==> src/rtl/ahb_vh_mst_if.sv <==
// AHB-Lite bus bundle between ahb_vh_mst (master modport) and the fabric/slave (slave modport).
interface ahb_vh_mst_if #(
    parameter int AHB_ADDR_WIDTH = 32,
    parameter int AHB_DATA_WIDTH = 32
);
    logic [AHB_ADDR_WIDTH-1:0] haddr_o;
    logic [1:0]                htrans_o;
    logic                      hwrite_o;
    logic [2:0]                hsize_o;
    logic [2:0]                hburst_o;
    logic [AHB_DATA_WIDTH-1:0] hwdata_o;
    logic                      hready_i;
    logic                      hresp_i;
    logic [AHB_DATA_WIDTH-1:0] hrdata_i;

    modport master (
        output haddr_o, htrans_o, hwrite_o, hsize_o, hburst_o, hwdata_o,
        input  hready_i, hresp_i, hrdata_i
    );

    modport slave (
        input  haddr_o, htrans_o, hwrite_o, hsize_o, hburst_o, hwdata_o,
        output hready_i, hresp_i, hrdata_i
    );
endinterface

==> src/rtl/ahb_vh_mst.sv <==
// Single-outstanding AHB-Lite master: one valid/hold client request becomes one SINGLE transfer.
// Optional stall timeout (TOUT state + counter) is compiled in with AHB_VH_MST_TIMEOUT_EN.
module ahb_vh_mst #(
    parameter int AHB_ADDR_WIDTH = 32,
    parameter int AHB_DATA_WIDTH = 32,
    parameter int TIMEOUT_CYCLES = 256
) (
    input  logic                      clk,
    input  logic                      rst,
    ahb_vh_mst_if.master              bus,
    input  logic                      dv_i,
    input  logic                      write_i,
    input  logic [AHB_ADDR_WIDTH-1:0] addr_i,
    input  logic [2:0]                size_i,
    input  logic [AHB_DATA_WIDTH-1:0] wdata_i,
    output logic                      hld_o,
    output logic                      done_o,
    output logic [AHB_DATA_WIDTH-1:0] rdata_o,
    output logic                      err_o
);
    localparam logic [1:0] HTRANS_IDLE   = 2'b00;
    localparam logic [1:0] HTRANS_NONSEQ = 2'b10;

    typedef enum logic [2:0] {
        ST_IDLE,
        ST_ADDR,
        ST_DATA,
        ST_ERR2
`ifdef AHB_VH_MST_TIMEOUT_EN
        , ST_TOUT
`endif
    } state_t;

    state_t                    state_reg,  state_next;
    logic [AHB_DATA_WIDTH-1:0] wdata_reg,  wdata_next;
    logic [AHB_ADDR_WIDTH-1:0] haddr_reg,  haddr_next;
    logic                      hwrite_reg, hwrite_next;
    logic [2:0]                hsize_reg,  hsize_next;
    logic [1:0]                htrans_reg, htrans_next;
    logic [AHB_DATA_WIDTH-1:0] hwdata_reg, hwdata_next;
    logic                      hld_reg,    hld_next;
    logic                      done_reg,   done_next;
    logic                      err_reg,    err_next;
    logic [AHB_DATA_WIDTH-1:0] rdata_reg,  rdata_next;

    function automatic logic req_legal(input logic [2:0] size, input logic [1:0] lsb);
        case (size)
            3'd0:    req_legal = 1'b1;
            3'd1:    req_legal = ~lsb[0];
            3'd2:    req_legal = (lsb == 2'b00);
            default: req_legal = 1'b0;
        endcase
    endfunction

`ifdef AHB_VH_MST_TIMEOUT_EN
    localparam int               CNT_W    = $clog2(TIMEOUT_CYCLES + 1);
    localparam logic [CNT_W-1:0] CNT_LAST = CNT_W'(TIMEOUT_CYCLES - 1);

    logic [CNT_W-1:0] stall_cnt_reg, stall_cnt_next;
    logic             stall_expire;

    // Counts consecutive not-ready cycles of an in-flight transfer; expires on the cycle it reaches the limit.
    always_comb begin
        stall_cnt_next = '0;
        stall_expire   = 1'b0;
        if ((state_reg == ST_ADDR || state_reg == ST_DATA || state_reg == ST_ERR2) && !bus.hready_i) begin
            stall_cnt_next = stall_cnt_reg + 1'b1;
            stall_expire   = (stall_cnt_reg == CNT_LAST);
        end
    end

    always_ff @(posedge clk or posedge rst) begin
        if (rst) begin
            stall_cnt_reg <= '0;
        end else begin
            stall_cnt_reg <= stall_cnt_next;
        end
    end
`endif

    always_comb begin
        state_next  = state_reg;
        wdata_next  = wdata_reg;
        haddr_next  = haddr_reg;
        hwrite_next = hwrite_reg;
        hsize_next  = hsize_reg;
        rdata_next  = rdata_reg;
        err_next    = err_reg;
        done_next   = 1'b0;

        case (state_reg)
            ST_IDLE: begin
                // A request still high during the completion pulse belongs to the finished transfer.
                if (dv_i && !done_reg) begin
                    if (req_legal(size_i, addr_i[1:0])) begin
                        state_next  = ST_ADDR;
                        wdata_next  = wdata_i;
                        haddr_next  = addr_i;
                        hwrite_next = write_i;
                        hsize_next  = size_i;
                    end else begin
                        done_next = 1'b1;
                        err_next  = 1'b1;
                    end
                end
            end
            ST_ADDR: begin
                if (bus.hready_i) begin
                    state_next = ST_DATA;
                end
            end
            ST_DATA: begin
                if (bus.hready_i) begin
                    // hresp with hready high is not a legal slave response; report it as an error anyway.
                    done_next  = 1'b1;
                    err_next   = bus.hresp_i;
                    state_next = ST_IDLE;
                    if (!hwrite_reg && !bus.hresp_i) begin
                        rdata_next = bus.hrdata_i;
                    end
                end else if (bus.hresp_i) begin
                    state_next = ST_ERR2;
                end
            end
            ST_ERR2: begin
                if (bus.hready_i) begin
                    done_next  = 1'b1;
                    err_next   = 1'b1;
                    state_next = ST_IDLE;
                end
            end
`ifdef AHB_VH_MST_TIMEOUT_EN
            ST_TOUT: begin
                done_next  = 1'b1;
                err_next   = 1'b1;
                state_next = ST_IDLE;
            end
`endif
            default: begin
                state_next = ST_IDLE;
            end
        endcase

`ifdef AHB_VH_MST_TIMEOUT_EN
        if (stall_expire) begin
            state_next = ST_TOUT;
        end
`endif

        // Bus-facing outputs are registered from the state being entered.
        htrans_next = (state_next == ST_ADDR) ? HTRANS_NONSEQ : HTRANS_IDLE;
        hwdata_next = (state_next == ST_DATA) ? wdata_reg : '0;
        hld_next    = (state_next != ST_IDLE);
    end

    always_ff @(posedge clk or posedge rst) begin
        if (rst) begin
            state_reg  <= ST_IDLE;
            wdata_reg  <= '0;
            haddr_reg  <= '0;
            hwrite_reg <= 1'b0;
            hsize_reg  <= 3'd0;
            htrans_reg <= HTRANS_IDLE;
            hwdata_reg <= '0;
            hld_reg    <= 1'b0;
            done_reg   <= 1'b0;
            err_reg    <= 1'b0;
            rdata_reg  <= '0;
        end else begin
            state_reg  <= state_next;
            wdata_reg  <= wdata_next;
            haddr_reg  <= haddr_next;
            hwrite_reg <= hwrite_next;
            hsize_reg  <= hsize_next;
            htrans_reg <= htrans_next;
            hwdata_reg <= hwdata_next;
            hld_reg    <= hld_next;
            done_reg   <= done_next;
            err_reg    <= err_next;
            rdata_reg  <= rdata_next;
        end
    end

    assign bus.haddr_o  = haddr_reg;
    assign bus.htrans_o = htrans_reg;
    assign bus.hwrite_o = hwrite_reg;
    assign bus.hsize_o  = hsize_reg;
    assign bus.hburst_o = 3'b000;
    assign bus.hwdata_o = hwdata_reg;
    assign hld_o        = hld_reg;
    assign done_o       = done_reg;
    assign err_o        = err_reg;
    assign rdata_o      = rdata_reg;
endmodule
==> src/flat_wrapper.sv <==
// flat-port wrapper written by rule: the top's interface ports become plain ports
module ahb_vh_mst_flat 
#(
    parameter int AHB_ADDR_WIDTH = 32,
    parameter int AHB_DATA_WIDTH = 32,
    parameter int TIMEOUT_CYCLES = 256
)
  (clk, rst, dv_i, write_i, addr_i, size_i, wdata_i, hld_o, done_o, rdata_o, err_o, bus_haddr_o, bus_htrans_o, bus_hwrite_o, bus_hsize_o, bus_hburst_o, bus_hwdata_o, bus_hready_i, bus_hresp_i, bus_hrdata_i);
  ahb_vh_mst_if #(.AHB_ADDR_WIDTH(AHB_ADDR_WIDTH), .AHB_DATA_WIDTH(AHB_DATA_WIDTH)) bus_i ();
  input  logic clk;
  input  logic rst;
  input  logic dv_i;
  input  logic write_i;
  input  logic [AHB_ADDR_WIDTH-1:0] addr_i;
  input  logic [2:0] size_i;
  input  logic [AHB_DATA_WIDTH-1:0] wdata_i;
  output logic hld_o;
  output logic done_o;
  output logic [AHB_DATA_WIDTH-1:0] rdata_o;
  output logic err_o;
  output wire logic [$bits(bus_i.haddr_o)-1:0] bus_haddr_o;
  output wire logic [$bits(bus_i.htrans_o)-1:0] bus_htrans_o;
  output wire logic [$bits(bus_i.hwrite_o)-1:0] bus_hwrite_o;
  output wire logic [$bits(bus_i.hsize_o)-1:0] bus_hsize_o;
  output wire logic [$bits(bus_i.hburst_o)-1:0] bus_hburst_o;
  output wire logic [$bits(bus_i.hwdata_o)-1:0] bus_hwdata_o;
  input wire logic [$bits(bus_i.hready_i)-1:0] bus_hready_i;
  input wire logic [$bits(bus_i.hresp_i)-1:0] bus_hresp_i;
  input wire logic [$bits(bus_i.hrdata_i)-1:0] bus_hrdata_i;
  assign bus_haddr_o = bus_i.haddr_o;
  assign bus_htrans_o = bus_i.htrans_o;
  assign bus_hwrite_o = bus_i.hwrite_o;
  assign bus_hsize_o = bus_i.hsize_o;
  assign bus_hburst_o = bus_i.hburst_o;
  assign bus_hwdata_o = bus_i.hwdata_o;
  assign bus_i.hready_i = bus_hready_i;
  assign bus_i.hresp_i = bus_hresp_i;
  assign bus_i.hrdata_i = bus_hrdata_i;
  ahb_vh_mst #(.AHB_ADDR_WIDTH(AHB_ADDR_WIDTH), .AHB_DATA_WIDTH(AHB_DATA_WIDTH), .TIMEOUT_CYCLES(TIMEOUT_CYCLES)) u_core (.clk(clk), .rst(rst), .bus(bus_i), .dv_i(dv_i), .write_i(write_i), .addr_i(addr_i), .size_i(size_i), .wdata_i(wdata_i), .hld_o(hld_o), .done_o(done_o), .rdata_o(rdata_o), .err_o(err_o));
endmodule
==> config.mk <==
export PLATFORM = sky130hd
export DESIGN_NAME = ahb_vh_mst_flat
export DESIGN_NICKNAME = d
export VERILOG_FILES = /design/src/rtl/ahb_vh_mst_if.sv /design/src/rtl/ahb_vh_mst.sv /design/src/flat_wrapper.sv
export SDC_FILE = /design/constraint.sdc
export NUM_CORES = 1
export LEC_CHECK = 0
export CORE_ASPECT_RATIO = 0.75
export CORE_MARGIN = 2
export CORE_UTILIZATION = 43
export DETAILED_ROUTE_END_ITERATION = 12
export GPL_TIMING_DRIVEN = 0
export HOLD_SLACK_MARGIN = 0.08
export PLACE_DENSITY = 0.87
export SYNTH_ARGS = -nofsm -noshare
export SYNTH_HDL_FRONTEND = slang
export SYNTH_SLANG_ARGS = --single-unit
export TNS_END_PERCENT = 100
==> constraint.sdc <==
create_clock -name clk -period 6.3 [get_ports clk]
set_clock_uncertainty 0.15 [all_clocks]
set_input_delay 1.89 -clock clk [delete_from_list [all_inputs] [get_ports clk]]
set_output_delay 1.89 -clock clk [all_outputs]
set_load 0.005 [all_outputs]
==> run metrics, run 1 <==
most common cell after layout, fill and taps aside=clkdlybuf4s50_1; DIE AREA=0.0128 mm^2; synthesized area=0.00513 mm^2; count of final setup violators=0; row count=34; IO Count=213; critical path type=in2reg; Comb power frac=16.7%; Tightest Hold Check Type=reg2reg; register share of total power=42.9%; root buffer cell=clkbuf_16; first-pass detailed-route iteration total=4; switching part of the total=21.5%; Detailed Route WL=12,100 um; Warnings, synthesis=0; FF+latch count, synth=139; Die H=98.6 um; Pleak=3.61 nW; drt via density=4.61; WP data required=6.43 ns; first-pass GRT wire length=18,900 um; Yosys top cell by area=dfrtp_1; synthesis-to-finish area growth=57.7%; headroom to the max-slew limit=44.5%; RSZ-0062 raised after global routing=no; Starting Density=44.1%; total CTS buffers=17; Inst Count DP=690; Worst Slack Setup Final=2.22 ns; cts repair resizes=0; Seq/Total Area, Yosys=67.8%; Core Util, Final=69.6%; Final ANT Viol Nets=0; predominant post-synthesis flop cell=dfrtp_1; reg2reg start=u_core.state_reg[1]; CP Capture Type=flip-flop; clock sinks=139; fin. max-slew vios=0; Pwr per Cell Area=320 mW/mm^2; Critical Path AT=4.21 ns; Tmin final=4.08 ns; path depth of the worst reg2reg path=4; most frequent cells in the layout=clkdlybuf4s50_1 (208), dfrtp_1 (139), mux2_2 (91), and2_1 (32), clkbuf_16 (17); CORE AREA=0.0116 mm^2; NumNets Final=652; # hold bufs at CTS=0; layout cell share with drive strength beyond 1=25.2%; initial antenna violation count=0; R2R Setup Slk=3.88 ns; top post-synthesis cells by area=dfrtp_1 (68%), mux2_2 (20%), and2_1 (3.9%); largest buffer count on any clock path=2; vias in the first global route=3,632; ant diodes=0; Syn Inst Count=315; syn_area_per_cell=16.3 um^2; async set-or-reset flop fraction in the synthesized netlist=100%; clock latency on the worst-skew pair=0.40 ns; critical path launch point type=input pin; Tot Pwr=0.00258 W; Peak VDD IR=0.207 mV; NetSw=0.000555 W; post-synth top area share=67.8%; H-tree Lvls=4; CP Max Fanout=10; I/O Buffers=208; crit path capture=u_core.bus.haddr_o[28]; Residual DRC=0; Clk pwr share=40.3%; largest net degree at the start of global routing=83; Layout Cells excl Fill=721; Die X=130 um; synth unique cells=24; postcts setup bufs=0; Setup crit start=addr_i[0]; cell internal pwr=0.00203 W; routability cong.=0.731; status=finished, final reports clean; CTS tree=done; worst reg2reg endpoint=u_core.bus.haddr_o[28]; total track usage=19.5%; Reg clk slew, reported paths=0.06 ns; dpl ws=1.75 ns; Max Fclk=0.245 GHz; share of the cycle needed by the critical path after routing=64.7%; Final HPWL DP=8950 um; # Max-Cap Violations=0; number of flops mapped to enable cells by yosys=0; Slew @ Worst Pin=0.833 ns; WL/cell=16.8 um; initial drt markers=103; Vias=3,324; grt total ovfl=0; final hold violation count=0
## logic make-up after synthesis
family | Yosys count | share of synthesized area [%]
AOI/OAI and AO/OA | 8 | 1.27
buffers and inverters | 19 | 2.71
DFF | 139 | 67.8
muxes | 100 | 21.9
other | 1 | 0.0731
and+or+nand+nor | 48 | 6.17
## worst max-delay path, stage by stage
cell,delay [ns]
clkdlybuf4s50_1,0.45
or3_4,0.42
a2111oi_4,0.81
buf_6,0.26
mux2_2,0.35
## synthesized netlist by cell type (3+ instances only)
| master | count |
|---|---|
| a21oi_1 | 4 |
| and2_1 | 32 |
| buf_1 | 3 |
| buf_4 | 4 |
| buf_6 | 7 |
| clkbuf_1 | 4 |
| dfrtp_1 | 139 |
| mux2_1 | 8 |
| mux2_2 | 91 |
| nand2b_1 | 3 |
| or2_2 | 3 |
| or3_1 | 3 |
## power groups by stage
stage,Clock (W),Combinational [W],Sequential (W)
floorplan,0,0.000154,0.00112
global placement,0,0.000419,0.00111
detailed placement,0,0.000439,0.00113
CTS,0.00106,0.000440,0.00111
global route,0.00111,0.000467,0.00113
finish,0.00104,0.000433,0.00111
## area by class of cell
type	count	area (um^2)
flip-flops and latches	139	3480
clock buffers	20	457
clock inverters	11	169
fillers	800	3530
well taps	162	203
repair buffers	209	2110
multi-input cells	161	1530
plain buffers	18	135
inverters	1	8.76
## routing by layer
metal  up-vias  wire (um)  track usage [%]
met4         0        183             6.29
met1      1639       4630             21.6
met2       130       6090             33.9
li1       1540          -                -
met3        15       1180             8.36
met5         -          0                0
## worst min path at each step
stage | startpoint | end | slack, ns | cells past startpoint
detailed placement | u_core.wdata_reg[18] | u_core.bus.hwdata_o[18] | 0.31 | 1
CTS | u_core.wdata_reg[22] | u_core.bus.hwdata_o[22] | 0.33 | 1
finish | u_core.wdata_reg[24] | u_core.bus.hwdata_o[24] | 0.32 | 1
global placement | u_core.wdata_reg[18] | u_core.bus.hwdata_o[18] | 0.30 | 1
floorplan | u_core.wdata_reg[18] | u_core.bus.hwdata_o[18] | 0.30 | 1
global route | u_core.wdata_reg[13] | u_core.bus.hwdata_o[13] | 0.35 | 1
## metrics by stage
| stage | TNS, ns | hold WS (ns) | area [um^2] |
|---|---|---|---|
| final | 0 | 0.321 | 8090 |
| after global routing | 0 | 0.345 | 8090 |
| after CTS | 0 | 0.325 | 8090 |
| after detailed placement | 0 | 0.312 | 7460 |
| after global placement | -150.21 | 0.305 | 7430 |
| after floorplan | 0 | 0.296 | 5140 |
Power figures use the tool's default switching activity.
==> run 2, diff against run 1 <==
--- a/config.mk
+++ b/config.mk
@@ -7,11 +7,11 @@
 export LEC_CHECK = 0
 export CORE_ASPECT_RATIO = 0.75
 export CORE_MARGIN = 2
-export CORE_UTILIZATION = 43
+export CORE_UTILIZATION = 39
 export DETAILED_ROUTE_END_ITERATION = 12
 export GPL_TIMING_DRIVEN = 0
 export HOLD_SLACK_MARGIN = 0.08
-export PLACE_DENSITY = 0.87
+export PLACE_DENSITY = 0.84
 export SYNTH_ARGS = -nofsm -noshare
 export SYNTH_HDL_FRONTEND = slang
 export SYNTH_SLANG_ARGS = --single-unit
==> constraint.sdc (replaced) <==
create_clock -name clk -period 3.56 [get_ports clk]
set_clock_uncertainty 0.15 [all_clocks]
set_input_delay 1.068 -clock clk [delete_from_list [all_inputs] [get_ports clk]]
set_output_delay 1.068 -clock clk [all_outputs]
set_load 0.005 [all_outputs]
==> run 2 against run 1 <==
Effect of this change:
- final cell count increased by 1.7%
- clock-buffer cell count rose by 2
- critical path depth unchanged
- global-route usage shrank 2.1 points
- largest cell class unchanged
==> run metrics, run 2 (synthesized netlist as in run 1, its figures left out) <==
initial drt markers=55 (-47%); cts repair resizes=0 (unchanged); status=finished, final reports clean; CTS tree=done; vias in the first global route=3,468 (-4.5%); Design Area, Final=0.00810 mm^2 (+0.19%); largest buffer count on any clock path=2 (unchanged); clock latency on the worst-skew pair=0.42 ns (+0.02 ns); cell internal pwr=0.00349 W (+72%); CORE AREA=0.0129 mm^2 (+11%); Starting Density=39.7% (-4.5 points); WP data required=3.71 ns (-2.72 ns); largest net degree at the start of global routing=45 (-46%); NumNets Final=654 (+0.31%); Pwr per Cell Area=551 mW/mm^2 (+72%); # hold bufs at CTS=0 (unchanged); synthesis-to-finish area growth=58.0%; most common cell after layout, fill and taps aside=clkdlybuf4s50_1; Detailed Route WL=11,800 um (-2.4%); Area after DPL=0.00750 mm^2 (+0.57%); most frequent cells in the layout=clkdlybuf4s50_1 (208), dfrtp_1 (139), mux2_2 (91), and2_1 (32), clkbuf_16 (17); RSZ-0062 raised after global routing=no; layout cell share with drive strength beyond 1=25.6% (+0.40 points); clock sinks=139 (unchanged); FILL cells=917 (+15%); Final HPWL DP=8810 um (-1.6%); row count=36 (+5.9%); headroom to the max-slew limit=44.0% (-0.42 points); Critical Path AT=3.45 ns (-0.76 ns); met3 Use GR=8.72% (+0.36 points); area taken by multi-input logic gates=0.00153 mm^2 (unchanged); first-pass GRT wire length=18,100 um (-4.0%); sequential cell area=0.00348 mm^2 (unchanged); # Max-Cap Violations=0 (unchanged); Min-Delay Startpoint=u_core.wdata_reg[20]; total CTS buffers=17 (unchanged); share of the cycle needed by the critical path after routing=92.7%; ant diodes=0 (unchanged); Max Fclk=0.303 GHz; Comb power frac=16.9% (+0.2 points); Slew @ Worst Pin=0.839 ns (+0.00628 ns); WL/cell=16.1 um (-4.0%); Tightest Hold Check Type=reg2reg; postcts setup bufs=0 (unchanged); first-pass detailed-route iteration total=4 (unchanged); Final ANT Viol Nets=0 (unchanged); Pleak=3.60 nW (-0.28%); IO Count=213 (unchanged); total track usage=17.4% (-2.1 points); Die H=103 um (+4.8%); reg2reg start=u_core.state_reg[2]; Tmin final=3.30 ns; grt total ovfl=0 (unchanged); switching part of the total=21.8% (+0.30 points); final hold violation count=0 (unchanged); initial antenna violation count=0 (unchanged); root buffer cell=clkbuf_16; Vias=3,349 (+0.75%); critical path launch point type=input pin; GR Util met1=19.8% (-1.8 points); Setup crit start=addr_i[0]; I/O Buffers=208 (unchanged); dpl ws=-0.251 ns (-2.00 ns); CP Capture Type=flip-flop; Worst Slack Setup Final=0.259 ns (-1.97 ns); fin. max-slew vios=0 (unchanged); busiest grt layer=met2; Residual DRC=0 (unchanged); Die X=136 um (+4.9%); Reg clk slew, reported paths=0.06 ns (about the same); routability cong.=0.718 (-1.7%); DIE AREA=0.0141 mm^2 (+9.9%); critical path type=in2reg; Peak VDD IR=0.364 mV (+75%); count of final setup violators=0 (unchanged); met2 Use GR=28.8% (-5.0 points); drt via density=4.57 (-0.90%); NetSw=0.000971 W (+75%); register share of total power=44.0% (+1.1 points); CP Max Fanout=10 (unchanged); Clk pwr share=39.0% (-1.3 points); H-tree Lvls=4 (unchanged)
run 2: cell count changes in the layout (fill, tap and decap cells not counted):
cell | before | now
buf_12 | 0 | 3
clkinvlp_4 | 1 | 5
clkbuf_8 | 2 | 4
clkinv_4 | 3 | 0
bufinv_16 | 4 | 2
buf_16 | 1 | 0
run 2: path summary, 6_finish.rpt:
kind                                           end  slack (ns)  cells past startpoint
min in group asynchronous        u_core.rdata_o[8]        0.93                      2
max                         u_core.bus.haddr_o[30]        0.26                      5
max in group asynchronous    u_core.bus.haddr_o[8]        1.47                      4
min                        u_core.bus.hwdata_o[20]        0.32                      1
max reg2reg                 u_core.bus.haddr_o[30]        1.07                      4
min reg2reg                u_core.bus.hwdata_o[20]        0.32                      1
run 2: power groups by stage:
| stage | logic, W | clock network [W] | registers, W |
|---|---|---|---|
| 2_1_floorplan | 0.000272 | 0 | 0.00198 |
| 3_3_place_gp | 0.000739 | 0 | 0.00197 |
| 3_5_place_dp | 0.000767 | 0 | 0.00199 |
| 4_1_cts | 0.000771 | 0.00178 | 0.00197 |
| 5_1_grt | 0.000818 | 0.00186 | 0.00200 |
| 6_report | 0.000755 | 0.00174 | 0.00196 |
run 2: metrics by stage:
| stage | power [W] | setup TNS [ns] | std cells | hold WS [ns] | utilization, % |
|---|---|---|---|---|---|
| 2_1_floorplan | 0.00225 | 0 | 319 | 0.296 | - |
| 3_3_place_gp | 0.00271 | -85.66 | 698 | 0.307 | 57.6 |
| 3_5_place_dp | 0.00276 | -12.80 | 701 | 0.312 | 58.0 |
| 4_1_cts | 0.00452 | 0 | 733 | 0.325 | 62.7 |
| 5_1_grt | 0.00468 | 0 | 733 | 0.344 | 62.7 |
| 6_report | 0.00446 | 0 | 733 | 0.319 | 62.7 |
run 2: final cells by class:
cell class / instances / area share, %
buffer: 18 / 1.67
clock buffer: 22 / 5.98
multi-input combinational: 161 / 18.8
clock inverter: 10 / 1.41
tap: 171 / 2.64
timing repair buffer: 211 / 26.4
sequential: 139 / 42.9
inverter: 1 / 0.0927
run 2: routing by layer:
layer / vias up / share of wire, % / wire, um
li1: 1549 / - / -
met1: 1655 / 38 / 4470
met2: 128 / 50 / 5940
met3: 17 / 10 / 1230
met4: 0 / 1.3 / 148
met5: - / 0 / 0
run 2: worst max-delay path: stages:
cell	delay, ns
clkdlybuf4s50_1	0.47
or3_4	0.43
a2111oi_4	0.81
buf_6	0.29
mux2_2	0.36
==> run 3, diff against run 2 <==
--- a/config.mk
+++ b/config.mk
@@ -8,6 +8,7 @@
 export CORE_ASPECT_RATIO = 0.75
 export CORE_MARGIN = 2
 export CORE_UTILIZATION = 39
+export CTS_CLUSTER_DIAMETER = 80
 export DETAILED_ROUTE_END_ITERATION = 12
 export GPL_TIMING_DRIVEN = 0
 export HOLD_SLACK_MARGIN = 0.08
==> results of run 3 <==
Final layout, timing and power as in run 2 (identical DEF).
